[src/rtl/dma_rd_sgl_scheduler.sv]
// Purpose : walks the BRAM scatter-gather list and issues PCIe memory-read requests,
//           split at max-read-request size and 4 KB boundaries, with rotating tags.
// Latency : request valid the cycle after LOAD; next entry loaded ENTRY_LAT cycles after next_entry.
// Backpr. : rd_req_valid/rd_req_ready handshake; valid held low while NUM_TAGS reads are in flight.
//
// Ports:
//   trn_clk, trn_reset_n          clock, asynchronous active-low reset
//   start, abort                  control pulses (start only honoured in IDLE)
//   sgl_ready, sgl_dma_addr/len,  current SGL entry from the loader
//   last_entry, next_entry        next_entry pulses to advance the loader read pointer
//   dma_en, done                  walk active / one-cycle completion pulse
//   rd_req_*                      read request towards the TRN TX formatter
//   cpl_done, cpl_tag             final completion for a tag has arrived
//   outstanding                   number of reads currently in flight
module dma_rd_sgl_scheduler #(
    parameter int          MRRS_DW   = 128,
    parameter logic [7:0]  TAG_BASE  = 8'h10,
    parameter int          NUM_TAGS  = 8,
    parameter int          ENTRY_LAT = 3
) (
    input  logic        trn_clk,
    input  logic        trn_reset_n,
    input  logic        start,
    input  logic        abort,
    input  logic        sgl_ready,
    input  logic [39:0] sgl_dma_addr,
    input  logic [9:0]  sgl_dma_len,
    input  logic        last_entry,
    output logic        next_entry,
    output logic        dma_en,
    output logic        rd_req_valid,
    input  logic        rd_req_ready,
    output logic [39:0] rd_req_addr,
    output logic [9:0]  rd_req_len,
    output logic [7:0]  rd_req_tag,
    input  logic        cpl_done,
    input  logic [7:0]  cpl_tag,
    output logic        done,
    output logic [5:0]  outstanding
);

    localparam logic [2:0] ST_IDLE     = 3'd0;
    localparam logic [2:0] ST_WAIT_SGL = 3'd1;
    localparam logic [2:0] ST_LOAD     = 3'd2;
    localparam logic [2:0] ST_ISSUE    = 3'd3;
    localparam logic [2:0] ST_ADVANCE  = 3'd4;
    localparam logic [2:0] ST_FETCH    = 3'd5;
    localparam logic [2:0] ST_DRAIN    = 3'd6;
    localparam logic [2:0] ST_DONE     = 3'd7;

    localparam int           PTR_W    = (NUM_TAGS > 1) ? $clog2(NUM_TAGS) : 1;
    localparam logic [10:0]  MRRS_L   = 11'(MRRS_DW);
    localparam logic [5:0]   TAGS_L   = 6'(NUM_TAGS);
    localparam logic [PTR_W-1:0] PTR_MAX = PTR_W'(NUM_TAGS - 1);
    // FETCH occupies ENTRY_LAT-1 cycles so that LOAD lands exactly ENTRY_LAT
    // cycles after the next_entry pulse issued in ADVANCE.
    localparam logic [7:0]   LAT_INIT = 8'((ENTRY_LAT > 1) ? ENTRY_LAT - 1 : 1);

    logic [2:0]       state_q, state_d;
    logic [39:0]      cur_addr_q, cur_addr_d;
    logic [9:0]       remain_q, remain_d;
    logic             is_last_q, is_last_d;
    logic [7:0]       lat_q, lat_d;
    logic [PTR_W-1:0] ptr_q, ptr_d;
    logic [5:0]       outst_q, outst_d;

    logic [10:0] to_4k;
    logic [10:0] chunk_m;
    logic [10:0] chunk;
    logic        can_issue;
    logic        req_vld;
    logic        xfer;
    logic        tag_in_range;
    logic        retire;

    logic        unused_addr_lsb;
    assign unused_addr_lsb = ^sgl_dma_addr[1:0];

    // DWs left before the next 4 KB boundary: 1..1024 since cur_addr is DW aligned.
    assign to_4k   = 11'd1024 - {1'b0, cur_addr_q[11:2]};
    assign chunk_m = ({1'b0, remain_q} < MRRS_L) ? {1'b0, remain_q} : MRRS_L;
    assign chunk   = (chunk_m < to_4k) ? chunk_m : to_4k;

    assign can_issue = (outst_q < TAGS_L);
    assign req_vld   = (state_q == ST_ISSUE) && can_issue;
    assign xfer      = req_vld && rd_req_ready;

    assign tag_in_range = (cpl_tag >= TAG_BASE) &&
                          ({1'b0, cpl_tag} < ({1'b0, TAG_BASE} + 9'(NUM_TAGS)));
    // A completion with nothing in flight is spurious and must not underflow.
    assign retire = cpl_done && tag_in_range && (outst_q != 6'd0);

    // Request fields are forced to zero when not valid so the bus idles at 0;
    // while valid they only change on a transfer, which keeps them stable under backpressure.
    assign rd_req_valid = req_vld;
    assign rd_req_addr  = req_vld ? cur_addr_q : 40'd0;
    assign rd_req_len   = req_vld ? chunk[9:0] : 10'd0;
    assign rd_req_tag   = req_vld ? (TAG_BASE + 8'(ptr_q)) : 8'd0;

    // An abort arriving in ADVANCE wins: the loader pointer must not move.
    assign next_entry  = (state_q == ST_ADVANCE) && !is_last_q && !abort;
    assign dma_en      = (state_q != ST_IDLE) && (state_q != ST_DONE);
    assign done        = (state_q == ST_DONE);
    assign outstanding = outst_q;

    always_comb begin
        state_d    = state_q;
        cur_addr_d = cur_addr_q;
        remain_d   = remain_q;
        is_last_d  = is_last_q;
        lat_d      = lat_q;
        case (state_q)
            ST_IDLE: begin
                if (start) begin
                    state_d = ST_WAIT_SGL;
                end
            end
            ST_WAIT_SGL: begin
                if (abort) begin
                    state_d = ST_DRAIN;
                end else if (sgl_ready) begin
                    state_d = ST_LOAD;
                end
            end
            ST_LOAD: begin
                cur_addr_d = {sgl_dma_addr[39:2], 2'b00};
                remain_d   = sgl_dma_len;
                is_last_d  = last_entry;
                if (abort) begin
                    state_d = ST_DRAIN;
                end else if (sgl_dma_len == 10'd0) begin
                    state_d = ST_ADVANCE;
                end else begin
                    state_d = ST_ISSUE;
                end
            end
            ST_ISSUE: begin
                if (xfer) begin
                    cur_addr_d = cur_addr_q + {27'd0, chunk, 2'b00};
                    remain_d   = remain_q - chunk[9:0];
                    if (remain_q == chunk[9:0]) begin
                        state_d = ST_ADVANCE;
                    end
                end
                // The handshake above still takes effect in an abort cycle.
                if (abort) begin
                    state_d = ST_DRAIN;
                end
            end
            ST_ADVANCE: begin
                if (abort || is_last_q) begin
                    state_d = ST_DRAIN;
                end else if (ENTRY_LAT <= 1) begin
                    state_d = ST_LOAD;
                end else begin
                    lat_d   = LAT_INIT;
                    state_d = ST_FETCH;
                end
            end
            ST_FETCH: begin
                if (abort) begin
                    state_d = ST_DRAIN;
                end else if (lat_q <= 8'd1) begin
                    state_d = ST_LOAD;
                end else begin
                    lat_d = lat_q - 8'd1;
                end
            end
            ST_DRAIN: begin
                if (outst_q == 6'd0) begin
                    state_d = ST_DONE;
                end
            end
            ST_DONE: begin
                state_d = ST_IDLE;
            end
            default: begin
                state_d = ST_IDLE;
            end
        endcase
    end

    // Tag pointer rotates through NUM_TAGS slots; wrap explicitly so a
    // single-tag configuration stays at slot 0.
    always_comb begin
        ptr_d = ptr_q;
        if (xfer) begin
            ptr_d = (ptr_q == PTR_MAX) ? '0 : ptr_q + 1'b1;
        end
    end

    always_comb begin
        outst_d = outst_q;
        case ({xfer, retire})
            2'b10:   outst_d = outst_q + 6'd1;
            2'b01:   outst_d = outst_q - 6'd1;
            default: outst_d = outst_q;
        endcase
    end

    always_ff @(posedge trn_clk or negedge trn_reset_n) begin
        if (!trn_reset_n) begin
            state_q    <= ST_IDLE;
            cur_addr_q <= 40'd0;
            remain_q   <= 10'd0;
            is_last_q  <= 1'b0;
            lat_q      <= 8'd0;
            ptr_q      <= '0;
            outst_q    <= 6'd0;
        end else begin
            state_q    <= state_d;
            cur_addr_q <= cur_addr_d;
            remain_q   <= remain_d;
            is_last_q  <= is_last_d;
            lat_q      <= lat_d;
            ptr_q      <= ptr_d;
            outst_q    <= outst_d;
        end
    end

endmodule

[config.mk]
export PLATFORM = sky130hd
export DESIGN_NAME = dma_rd_sgl_scheduler
export DESIGN_NICKNAME = d
export VERILOG_FILES = /design/src/rtl/dma_rd_sgl_scheduler.sv
export SDC_FILE = /design/constraint.sdc
export NUM_CORES = 1
export LEC_CHECK = 0
export ABC_AREA = 1
export CORE_MARGIN = 1
export CORE_UTILIZATION = 25
export CTS_CLUSTER_SIZE = 25
export DETAILED_ROUTE_END_ITERATION = 16
export PLACE_DENSITY = 0.44
export RECOVER_POWER = 100
export SETUP_SLACK_MARGIN = 0.1
export SYNTH_ARGS = -nofsm -noshare
export SYNTH_HDL_FRONTEND = slang
export SYNTH_SLANG_ARGS = --single-unit
[constraint.sdc]
create_clock -name trn_clk -period 4.3 [get_ports trn_clk]
set_input_delay 0.86 -clock trn_clk [delete_from_list [all_inputs] [get_ports trn_clk]]
set_output_delay 0.86 -clock trn_clk [all_outputs]
set_load 0.05 [all_outputs]
Word-level counts from Yosys, hierarchy flattened
Cells that the tools add are included.
Widths: inputs -> output; s select.
{"block": "op_classes", "mux": 28, "n_lt_le_gt_ge": 6, "reduce_logical": 22, "eq_ne": 22, "addsub": 8}
{"op": "$mux 40", "count": 2}
{"op": "$pmux 40 s2", "count": 1}
{"op": "$add 40x13->40", "count": 1}
{"op": "$mux 3", "count": 12}
{"op": "$mux 10", "count": 3}
{"op": "$mux 8", "count": 3}
{"op": "$pmux 3 s8", "count": 1}
{"op": "$pmux 10 s2", "count": 1}
{"op": "$pmux 8 s2", "count": 1}
{"op": "$eq 3x3->1 const B", "count": 5}
{"op": "$ne 2x2->1 const B", "count": 6}
{"op": "$ne 3x3->1 const B", "count": 4}
{"op": "$pmux 6 s2", "count": 1}
{"op": "$lt 10x11->1", "count": 1}
{"op": "$mux 11", "count": 1}
{"op": "$sub 11x10->11 const A", "count": 1}
{"op": "$eq 10x10->1", "count": 1}
{"op": "$logic_not 10->1", "count": 1}
{"op": "$lt 10x8->1 const B", "count": 1}
{"op": "$sub 10x10->10", "count": 1}
{"op": "$ge 8x5->1 const B", "count": 1}
{"op": "$le 8x1->1 const B", "count": 1}
{"op": "$logic_and 1x1->1", "count": 8}
{"op": "$lt 8x5->1 const B", "count": 1}
{"op": "other kinds (23)", "count": 27}
{"block": "totals", "output_inout_bits": 68, "in_bits": 66, "elab_cells": 93, "ff_bits": 71}

Depth between registers and ports, before layout
{"block": "logic_depth", "ltp_word": 9, "depth_mapped": 35, "depth_no_buf": 35}

Least setup slack after synthesis
OpenSTA, ideal clock, no wires.
{"block": "synth_path", "kind": "reg2reg", "start": "register cur_addr_q[3]", "end": "register cur_addr_q[28]", "arrival_time_ps": 3870, "setup_slack_ps": 301, "stages_incl_launch_ff": 34, "path_cell_list": "dfrtp_1 > inv_1 > ha_1 > inv_1 > nor2_1 > nand2_1 > nor2_1 > xor2_1 > inv_1 > ha_1 > nand2_1 > inv_1 > nand4_1 > nand2_1 > inv_1 > nand2_2 > nand2_1 > o21ai_0 > inv_1 > ha_1 > inv_1 > fa_1 > inv_1 > nand3_1 > nand2_1 > nand2_1 > nand2_1 > nand3_1 > nand2_1 > nand2_1 > nor2_1 > a21oi_1 > o21ai_0 > o21ai_0"}
{"block": "synth_via", "elab_chain_cells": 6}
{"element": "from (decl)", "line_no": "60", "rtl": "logic [39:0] cur_addr_q, cur_addr_d;"}
{"element": "from (signal assigned)", "line_no": "212", "rtl": "cur_addr_q <= cur_addr_d;"}
{"element": "$sub 11x10->11", "line_no": "80", "rtl": "assign to_4k = 11'd1024 - {1'b0, cur_addr_q[11:2]};"}
{"element": "$lt 10x11->1", "line_no": "82", "rtl": "assign chunk = (chunk_m < to_4k) ? chunk_m : to_4k;"}
{"element": "$mux 11", "line_no": "82"}
{"element": "$add 40x13->40 *", "line_no": "139", "rtl": "cur_addr_d = cur_addr_q + {27'd0, chunk, 2'b00};"}
{"element": "$mux 40 *", "line_no": "138", "rtl": "if (xfer) begin"}
{"element": "$pmux 40 s2 *", "line_no": "112", "rtl": "case (state_q)"}
Mark *: on every way between the ends. The rest lies on a longest branch, timed or not. The select of a mux whose other input is x is not followed.
A chain may end at the register's enable or synchronous reset.

Worst setup path after layout
{"block": "layout_path", "start": "register cur_addr_q[2]", "end": "register cur_addr_q[28]"}
Same word-level chain as after synthesis.

==> impl_metrics.yaml <==
detailed_routing:
  drt-total-wl_mm: 22.6
  via_per_inst: 4.65
  vias: 6866
  drt_pre_antenna_iters: 4
  drt-wirelength-per-cell_um: 15.3
  ant_nets: 0
  route.detailed.drc: 0
  drt-initial-drc-count: 417
placed_design:
  gp_congestion: 0.850
  post-dp-hpwl_mm: 17.0
  place_area_sq_mm: 0.00866
  numPortBuffers: 122
  dp.cells: 1446
job:
  maxCapViolCount: 1
setup_path:
  worstSetupStartpointType: "flip-flop"
  reg2reg_from: "cur_addr_q[2]"
  worst-setup-path-type: "flip-flop to flip-flop"
  reg2reg_slack_ns: 0.20
  cp_common_cell: "nand2_2"
  cp_max_fo: 6
  cpPeakStageDelay_ns: 0.40
  crit_path_top_delay_cell: "dfrtp_1"
  cp.required_ns: 4.50
  crit_end: "cur_addr_q[28]"
  arrival_ns: 4.30
  rr_endpoint: "cur_addr_q[28]"
  crit_path_start: "cur_addr_q[2]"
  r2r_cells: 31
  cp-end-kind: "flip-flop"
layout:
  drive_gt1_share_pct: 16.6
  syn2layout_area_growth_pct: 39.1
  fin_nets: 1257
  antennaDiodeCount: 0
  postLayoutCoreUtil_pct: 35.9
  fin_cells: 1478
  n_fill_cell: 2709
  final_cell_area_sq_mm: 0.00883
die:
  num_rows: 57
  initial_utilization_pct: 25.8
  dieArea_sq_mm: 0.0260
  die_w_um: 161
  coreArea_sq_mm: 0.0246
  chipHeight_um: 161
  ioPinCount: 134
timing:
  setup_viol: 0
  min_period_ns: 4.10
  skew_ns: 0.00650
  hold_violations: 0
  worstMarginPinSlew_ns: 1.95
  whs_ns: 0.498
  rsz0062_at_grt: "true"
  finalCritPeriodShare_pct: 95.4
  fin_setup_tns_ns: 0
  max_clock_freq_mhz: 244
  maxSlewHeadroom_pct: -30.3
  slew_viol_final: 70
synth:
  yosys-top-cells-area: "dfrtp_1 (27%), nand2_1 (12%), nor2_1 (10%)"
  synth-seq-cells: 69
  synthSimpleGateAreaFrac_pct: 33.7
  syn_inst: 980
  synth_seq_area_share_pct: 27.2
  yosys_warnings: 0
  synth_common_cells: "nand2_1 (197), nor2_1 (174), inv_1 (123)"
  synth-edff-count: 0
  synth-xor-area-share_pct: 3.73
  synthArstFlopShare_pct: 100
  yosys.area.top_type: "dfrtp_1"
  synth_top_family_by_area: "simple AND/OR/NAND/NOR gates"
  ys.flop_type: "dfrtp_1"
  synth_most_common_cell: "nand2_1"
  synth-compound-area-share_pct: 15.9
  synth_cell_types: 47
  netlist_area_sq_mm: 0.00634
  synth_fa_ha_area_share_pct: 8.64
  synth_top_area_share_pct: 27.2
  synthesis.area_per_instance_sq_um: 6.47
  synthMuxAreaShare_pct: 0
global_route:
  grt_pass1_vias: 6618
  grt_max_degree: 82
  antenna_found_initial: 1
  track_usage_pct: 17.5
  grt_pass1_wl_mm: 35.7
  overflow: 0
clock_network:
  postCtsHoldBufs: 0
  cts_root_buf: "clkbuf_16"
  clock_latency_ns: 0.35
  ctsHtreeMaxLevel: 3
  clk_pin_slew_ns: 0.06
  ctsLongestPathBuffers: 2
  clock_sinks: 69
  numCtsBuffers: 9
  cts_tree: "done"
power:
  pwr_density_cell_mw_per_mm2: 861
  ir_drop_uv: 333
  p_leak_nw: 3.94
outcome:
  status: "complete, but fails checks"
  failed_checks: "capacitance limit, slew limit"
hold_path:
  hold_path_class: "flip-flop to flip-flop"
[logic make-up after synthesis]
group	count (synthesis)
adders and majority gates	42
xor gates and xnor gates	27
other	1
buffers and inverters	164
and+or+nand+nor	501
AOI/OAI and AO/OA	176
DFF	69
[where the power goes]
group / internal, mW / switching, mW
clock: 0.470 / 0.330
combinational: 2.18 / 3.31
sequential: 0.972 / 0.340
[worst min path at each step]
stage                    from  depth (start not counted)  slack [ns]              to
2_1_floorplan        lat_q[6]                          1        0.46        lat_q[6]
3_3_place_gp         lat_q[6]                          1        0.49        lat_q[6]
3_5_place_dp         lat_q[6]                          1        0.49        lat_q[6]
4_1_cts              lat_q[6]                          1        0.50        lat_q[6]
5_1_grt        outstanding[5]                          1        0.53  outstanding[5]
6_report       outstanding[5]                          1        0.50  outstanding[5]
[sequential cells by signal (all words and copies together) (netlist names)]
signal / count
cur_addr_q: 38
is_last_q: 1
state_q: 3
ptr_q: 3
outstanding: 6
remain_q: 10
lat_q: 8
[layout make-up]
| class | count | area, sq um | share of cell area, % |
|---|---|---|---|
| Tap cell | 324 | 405 | 4.59 |
| Sequential cell | 69 | 1730 | 19.6 |
| Multi-Input combinational cell | 755 | 4320 | 49.0 |
| Inverter | 130 | 499 | 5.66 |
| Clock inverter | 6 | 68.8 | 0.780 |
| Clock buffer | 10 | 239 | 2.71 |
| Timing Repair Buffer | 184 | 1560 | 17.7 |
[cell usage in the layout, fill, tap and decap left out, drive strengths merged, types with 2 or more instances in the layout]
cell | netlist | final
nand4 | 18 | 18
conb | 1 | 9
a21oi | 39 | 39
fa | 3 | 3
inv | 128 | 130
buf | 18 | 71
nand3 | 67 | 67
clkinv | 2 | 3
nor2 | 181 | 181
nor4 | 3 | 3
o211ai | 16 | 16
a31oi | 8 | 8
o22ai | 14 | 14
nor3b | 2 | 2
ha | 39 | 39
nor3 | 20 | 20
xor2 | 17 | 17
o21ai | 89 | 89
o21a | 2 | 2
dlygate4sd3 | 0 | 14
dfrtp | 69 | 69
nand2 | 200 | 200
xnor2 | 10 | 10
clkinvlp | 0 | 2
clkbuf | 16 | 53
clkdlybuf4s50 | 0 | 56
nand3b | 2 | 2
or2 | 7 | 7
[layer usage]
metal | share of wire [%] | track usage, % | routed length, um
met1 | 51 | 25.4 | 11600
met2 | 44 | 26.6 | 9890
met3 | 3.9 | 3.44 | 887
met4 | 1.0 | 3.82 | 236
met5 | 0.058 | 0 | 13
[critical path: cells and delay by family (launching register included)]
family	cells	cell delay [ns]
AOI/OAI and AO/OA	4	0.43
xor gates and xnor gates	1	0.16
adders and majority gates	3	0.83
buffers and inverters	6	0.44
DFF	1	0.40
and+or+nand+nor	17	1.70
[per-stage QoR]
step	worst slack, ns	power [mW]
6_report	0.197	7.60
5_1_grt	-0.0768	8.34
4_1_cts	0.0559	7.00
3_5_place_dp	-0.0654	6.11
3_3_place_gp	-0.0262	6.13
2_1_floorplan	0.301	4.52
[repair_timing]
item | 4_1_cts | 5_1_grt
pin swaps | 1 | 28
endpoints found under the setup margin | 27 | 51
setup buffers | 0 | 16
hold endpoints to repair | 0 | 0
resized for setup | 11 | 98
(Power assumes the default switching activity.)
==> RTL edit 1, RTL diff (same flow settings) <==
The parameter `MRRS_DW` goes from 128 to 96.
--- a/src/rtl/dma_rd_sgl_scheduler.sv
+++ b/src/rtl/dma_rd_sgl_scheduler.sv
@@ -14,5 +14,5 @@
 //   outstanding                   number of reads currently in flight
 module dma_rd_sgl_scheduler #(
-    parameter int          MRRS_DW   = 128,
+    parameter int          MRRS_DW   = 96,
     parameter logic [7:0]  TAG_BASE  = 8'h10,
     parameter int          NUM_TAGS  = 8,
Formal check against the unedited RTL: not equivalent (a bounded check fails within 4 cycles, from zero or initial values and one cycle with trn_reset_n low).
==> RTL edit 1 against the unedited design <==
  * The run still ends with capacitance limit, slew limit left
  * Power down 0.66%
  * Cell area down 2.0%
  * Setup slack better by 0.014 ns
  * Sequential cell count unchanged
  * Critical path depth down 12
  * Area after synthesis up 0.14%
  * Wire length down 0.62%
  * Global-route usage down 0.15 points
  * Critical endpoint is now rd_req_len[5]
  * Largest power group unchanged
==> RTL edit 1: results (changes against the unedited design) <==
status -> finished with violations
failing checks -> capacitance limit, slew limit
First-pass DRT Iterations -> 5 (+1)
fin. max-slew vios -> 70 (unchanged)
vias in the first global route -> 6,809 (+2.9%)
First DRT Iteration DRCs -> 410 (-1.7%)
M3 GR Usage -> 0.0306 (-0.00385)
area of the multi-input gates -> 4180 µm² (-3.2%)
first-pass GRT wire length -> 35,700 µm (about the same)
cts repair resizes -> 10 (-1)
Int Pwr -> 3.62 mW (about the same)
post-CTS setup buffer count -> 1 (+1)
GR Util All Layers -> 0.174 (-0.00152)
Synth Area in Compound Gates -> 0.163 (+0.00392)
Clock Skew -> 0.0104 ns (+0.00388 ns)
VDD IR max -> 0.379 mV (+14%)
Seq/Total Area, Yosys -> 0.272 (-0.000375)
xor and xnor area share after synthesis -> 0.0345 (-0.00281)
Max Cap Violations -> 1 (unchanged)
top layer in use -> met4
post-route cell area -> 8650 µm² (-2.0%)
RePlAce Congestion -> 0.824 (-3.0%)
adder-cell share of the synthesized area -> 0.0863 (-0.000119)
DR vias -> 6,967 (+1.5%)
clk_buf instances -> 11 (+1)
Tapcells -> 324 (unchanged)
Clock-cell share -> 0.0331 (-0.00174)
Vias per Instance -> 4.67 (+0.45%)
average instance area after synthesis -> 6.44 µm² (-0.57%)
Non-clock inverters -> 145 (+12%)
switching power -> 3.93 mW (-1.3%)
pin count of the biggest net entering global routing -> 75 (-8.5%)
initial antenna violation count -> 0 (-1)
synth top area cells -> dfrtp_1 (27%), nand2_1 (11%), nor2_1 (10%)
Metal-1 WL -> 11,100 µm (-3.8%)
metal3 WL -> 945 µm (+6.5%)
Nets -> 1,272 (+1.2%)
Signal buf overhead -> 0.173 (-0.00372)
delay-heaviest family, CP -> buffers and inverters
Detail Route met2 WL -> 10,200 µm (+2.9%)
Max clock buf depth -> 2 (unchanged)
met1 GRT Util -> 0.240 (-0.0138)
post-synthesis cell type count -> 45 (-4.3%)
Async S/R FF share, synth -> 1.00 (unchanged)
worst slack at placement -> -0.136 ns (-0.0709 ns)
actual slew at the worst max-slew pin -> 1.96 ns (+0.00378 ns)
Leak Pwr -> 3.92 nW (-0.51%)
crit path max fanout -> 5 (-1)
share of cells above drive strength 1 -> 0.146 (-0.0201)
FILL cells -> 2,723 (+0.52%)
comb_multi_in -> 748 (-0.93%)
hpwl dp -> 16,900 µm (-0.13%)
Placed Cells -> 1,469 (+1.6%)
Buffers excl. clock -> 191 (+3.8%)
CP arrival -> 3.23 ns (-1.07 ns)
DR WL/cell -> 15.0 µm (-1.6%)
most frequent cells after synthesis -> nand2_1 (183), nor2_1 (176), inv_1 (138)
placed cell area -> 8810 µm² (+1.7%)
Reg area -> 1730 µm² (-0.14%)
[RTL edit 1: cell types whose count changed after synthesis, moves of 3 or more]
| cell | delta |
|---|---|
| buf_1 | +3 |
| nand2_1 | -14 |
| o21ai_0 | +21 |
| inv_1 | +15 |
| xor2_1 | -3 |
| o21ai_1 | -12 |
| nand3_1 | -8 |
| a21oi_1 | +9 |
| nand4_1 | +4 |
| clkbuf_1 | -3 |
| o21ai_2 | -7 |
[RTL edit 1: path summary, 6_finish.rpt]
kind / start / endpoint / slack, ns / cells after the start
setup / recovery: cur_addr_q[2] / rd_req_len[5] / 0.21 / 19
hold / removal: lat_q[4] / lat_q[4] / 0.48 / 1
setup reg to reg: cur_addr_q[2] / cur_addr_q[24] / 0.28 / 27
hold reg to reg: lat_q[4] / lat_q[4] / 0.48 / 1
max in group asynchronous: trn_reset_n / cur_addr_q[7] / 2.08 / 1
min in group asynchronous: trn_reset_n / lat_q[6] / 1.07 / 1
==> RTL edit 2, RTL diff (same flow settings) <==
Made on the original files. `cur_addr_q` no longer has a reset.
--- a/src/rtl/dma_rd_sgl_scheduler.sv
+++ b/src/rtl/dma_rd_sgl_scheduler.sv
@@ -202,5 +202,4 @@
         if (!trn_reset_n) begin
             state_q    <= ST_IDLE;
-            cur_addr_q <= 40'd0;
             remain_q   <= 10'd0;
             is_last_q  <= 1'b0;
@@ -210,5 +209,4 @@
         end else begin
             state_q    <= state_d;
-            cur_addr_q <= cur_addr_d;
             remain_q   <= remain_d;
             is_last_q  <= is_last_d;
@@ -219,4 +217,8 @@
     end
 
+    always_ff @(posedge trn_clk) begin
+        cur_addr_q <= cur_addr_d;
+    end
+
 endmodule
 
Behaviour: no difference found for any inputs over 4 cycles, from zero or initial values and one cycle with trn_reset_n low; that may be too few to reach the edited logic, so the function may still have changed.
==> RTL edit 2 against the unedited design <==
  * Wire length down 3.1%
  * Clock power up 5.2%
  * Power down 11%
  * Area after synthesis down 2.7%
  * Non-clock buffer count up 42
  * Setup slack worse by 0.033 ns
  * Sequential cell count unchanged
  * The run still ends with capacitance limit, slew limit left
  * Cell area up 6.0%
==> RTL edit 2: results (changes against the unedited design) <==
status -> finished with violations
failing checks -> capacitance limit, slew limit
hpwl dp -> 16,800 µm (-1.0%)
Nets -> 1,250 (-0.56%)
Clock Skew -> 0.0131 ns (+0.00658 ns)
first-pass GRT wire length -> 34,500 µm (-3.5%)
Post-synth EDFFs -> 38 (+38)
Worst-Skew Late Latency -> 0.35 ns (about the same)
CP arrival -> 3.28 ns (-1.02 ns)
Finished Layout Cells -> 1,471 (-0.47%)
top_reg_cell synth -> edfxtp_1
worst slack at placement -> -0.157 ns (-0.0913 ns)
Max transition margin -> -0.276 (+0.0266)
GR Util All Layers -> 0.172 (-0.00274)
vias in the first global route -> 6,645 (+0.41%)
Placed Cells -> 1,430 (-1.1%)
RePlAce Congestion -> 0.919 (+8.1%)
fin. max-slew vios -> 32 (-54%)
Seq/Total Area, Yosys -> 0.310 (+0.0383)
Async S/R FF share, synth -> 0.449 (-0.551)
First DRT Iteration DRCs -> 345 (-17%)
delay-heaviest family, CP -> buffers and inverters
cts repair resizes -> 43 (+32)
most frequent cells after synthesis -> nand2_1 (222), nor2_1 (146), inv_1 (128)
pin count of the biggest net entering global routing -> 55 (-33%)
average instance area after synthesis -> 6.70 µm² (+3.6%)
Vias per Instance -> 4.54 (-2.4%)
share of cells above drive strength 1 -> 0.204 (+0.0376)
VDD IR max -> 0.333 mV (about the same)
First-pass DRT Iterations -> 5 (+1)
placed cell area -> 8830 µm² (+1.9%)
Leak Pwr -> 4.76 nW (+21%)
DR WL/cell -> 14.9 µm (-2.7%)
Worst path slowest cell -> edfxtp_1
post-CTS setup buffer count -> 14 (+14)
Max Cap Violations -> 1 (unchanged)
synth top area cells -> edfxtp_1 (18%), nand2_1 (13%), dfrtp_1 (13%)
initial antenna violation count -> 0 (-1)
Sw Share -> 0.484 (-0.0398)
[RTL edit 2: cell types whose count changed after synthesis, sizes merged, moves of 25 or more]
cell | before | now
o21ai | 89 | 64
dfrtp | 69 | 31
nand2 | 200 | 227
nor2 | 181 | 151
edfxtp | 0 | 38
[RTL edit 2: worst register-to-register path, cell delays in order (launching register included)]
cell and delay (ns):
edfxtp_1 0.39, inv_2 0.13, buf_4 0.14, nand3_4 0.11, o31ai_2 0.23, o21ai_1 0.13
ha_1 0.31, nand2_2 0.06, inv_1 0.05, nand2_1 0.06, a21oi_2 0.15, nor2_2 0.06
nand2_2 0.10, nand2_4 0.10, buf_6 0.16, o21ai_2 0.05, o21ai_2 0.10, buf_4 0.15
fa_2 0.44, o21ai_4 0.24, nand3_2 0.15, nand2_4 0.14, buf_4 0.16, nand2_1 0.06
nand2_1 0.06, a31oi_1 0.07
[RTL edit 2: metal layers]
layer	GRT usage	part of all wire	up-vias
li1	-	-	3454
met1	0.232	0.48	3050
met2	0.287	0.47	159
met3	0.0313	0.047	9
met4	0.0358	0.0073	0
met5	0	0	-
[RTL edit 2: path summary, 6_finish.rpt]
| check | startpoint | endpoint | slack, ns | depth (start not counted) |
|---|---|---|---|---|
| max | cur_addr_q[3] | rd_req_len[3] | 0.16 | 20 |
| min | is_last_q | is_last_q | 0.47 | 2 |
| max reg2reg | cur_addr_q[3] | cur_addr_q[32] | 0.24 | 25 |
| min reg2reg | is_last_q | is_last_q | 0.47 | 2 |
| max in group asynchronous | trn_reset_n | remain_q[3] | 1.61 | 2 |
| min in group asynchronous | trn_reset_n | ptr_q[1] | 1.57 | 2 |
[RTL edit 2: kinds of logic (layout without fill, tap and decap cells)]
| kind of cell | after synthesis | after routing | share of synthesized area |
|---|---|---|---|
| AO/OA/AOI/OAI | 135 | 135 | 0.122 |
| other | 1 | 9 | 0.000607 |
| adder cells (fa/ha/maj) | 42 | 42 | 0.0888 |
| AND/OR/NAND/NOR | 494 | 494 | 0.342 |
| XOR/XNOR | 24 | 24 | 0.0340 |
| buffers and inverters | 156 | 374 | 0.101 |
| flip-flops | 69 | 69 | 0.310 |
[RTL edit 2: area by class of cell]
class	instances	area, µm²
Sequential cell	69	1920
Timing Repair Buffer	226	2190
Tap cell	324	405
Inverter	132	502
Multi-Input combinational cell	704	4020
Clock inverter	7	97.6
Clock buffer	9	225
Fill cell	2605	14900
[RTL edit 2: power by group through the flow]
stage               clock (mW)  sequential (mW)  combinational [mW]
global route             0.880             1.33                5.16
finish                   0.842             1.28                4.64
floorplan                    0             1.28                2.49
global placement             0             1.29                4.19
detailed placement           0             1.29                4.19
CTS                      0.859             1.28                4.39
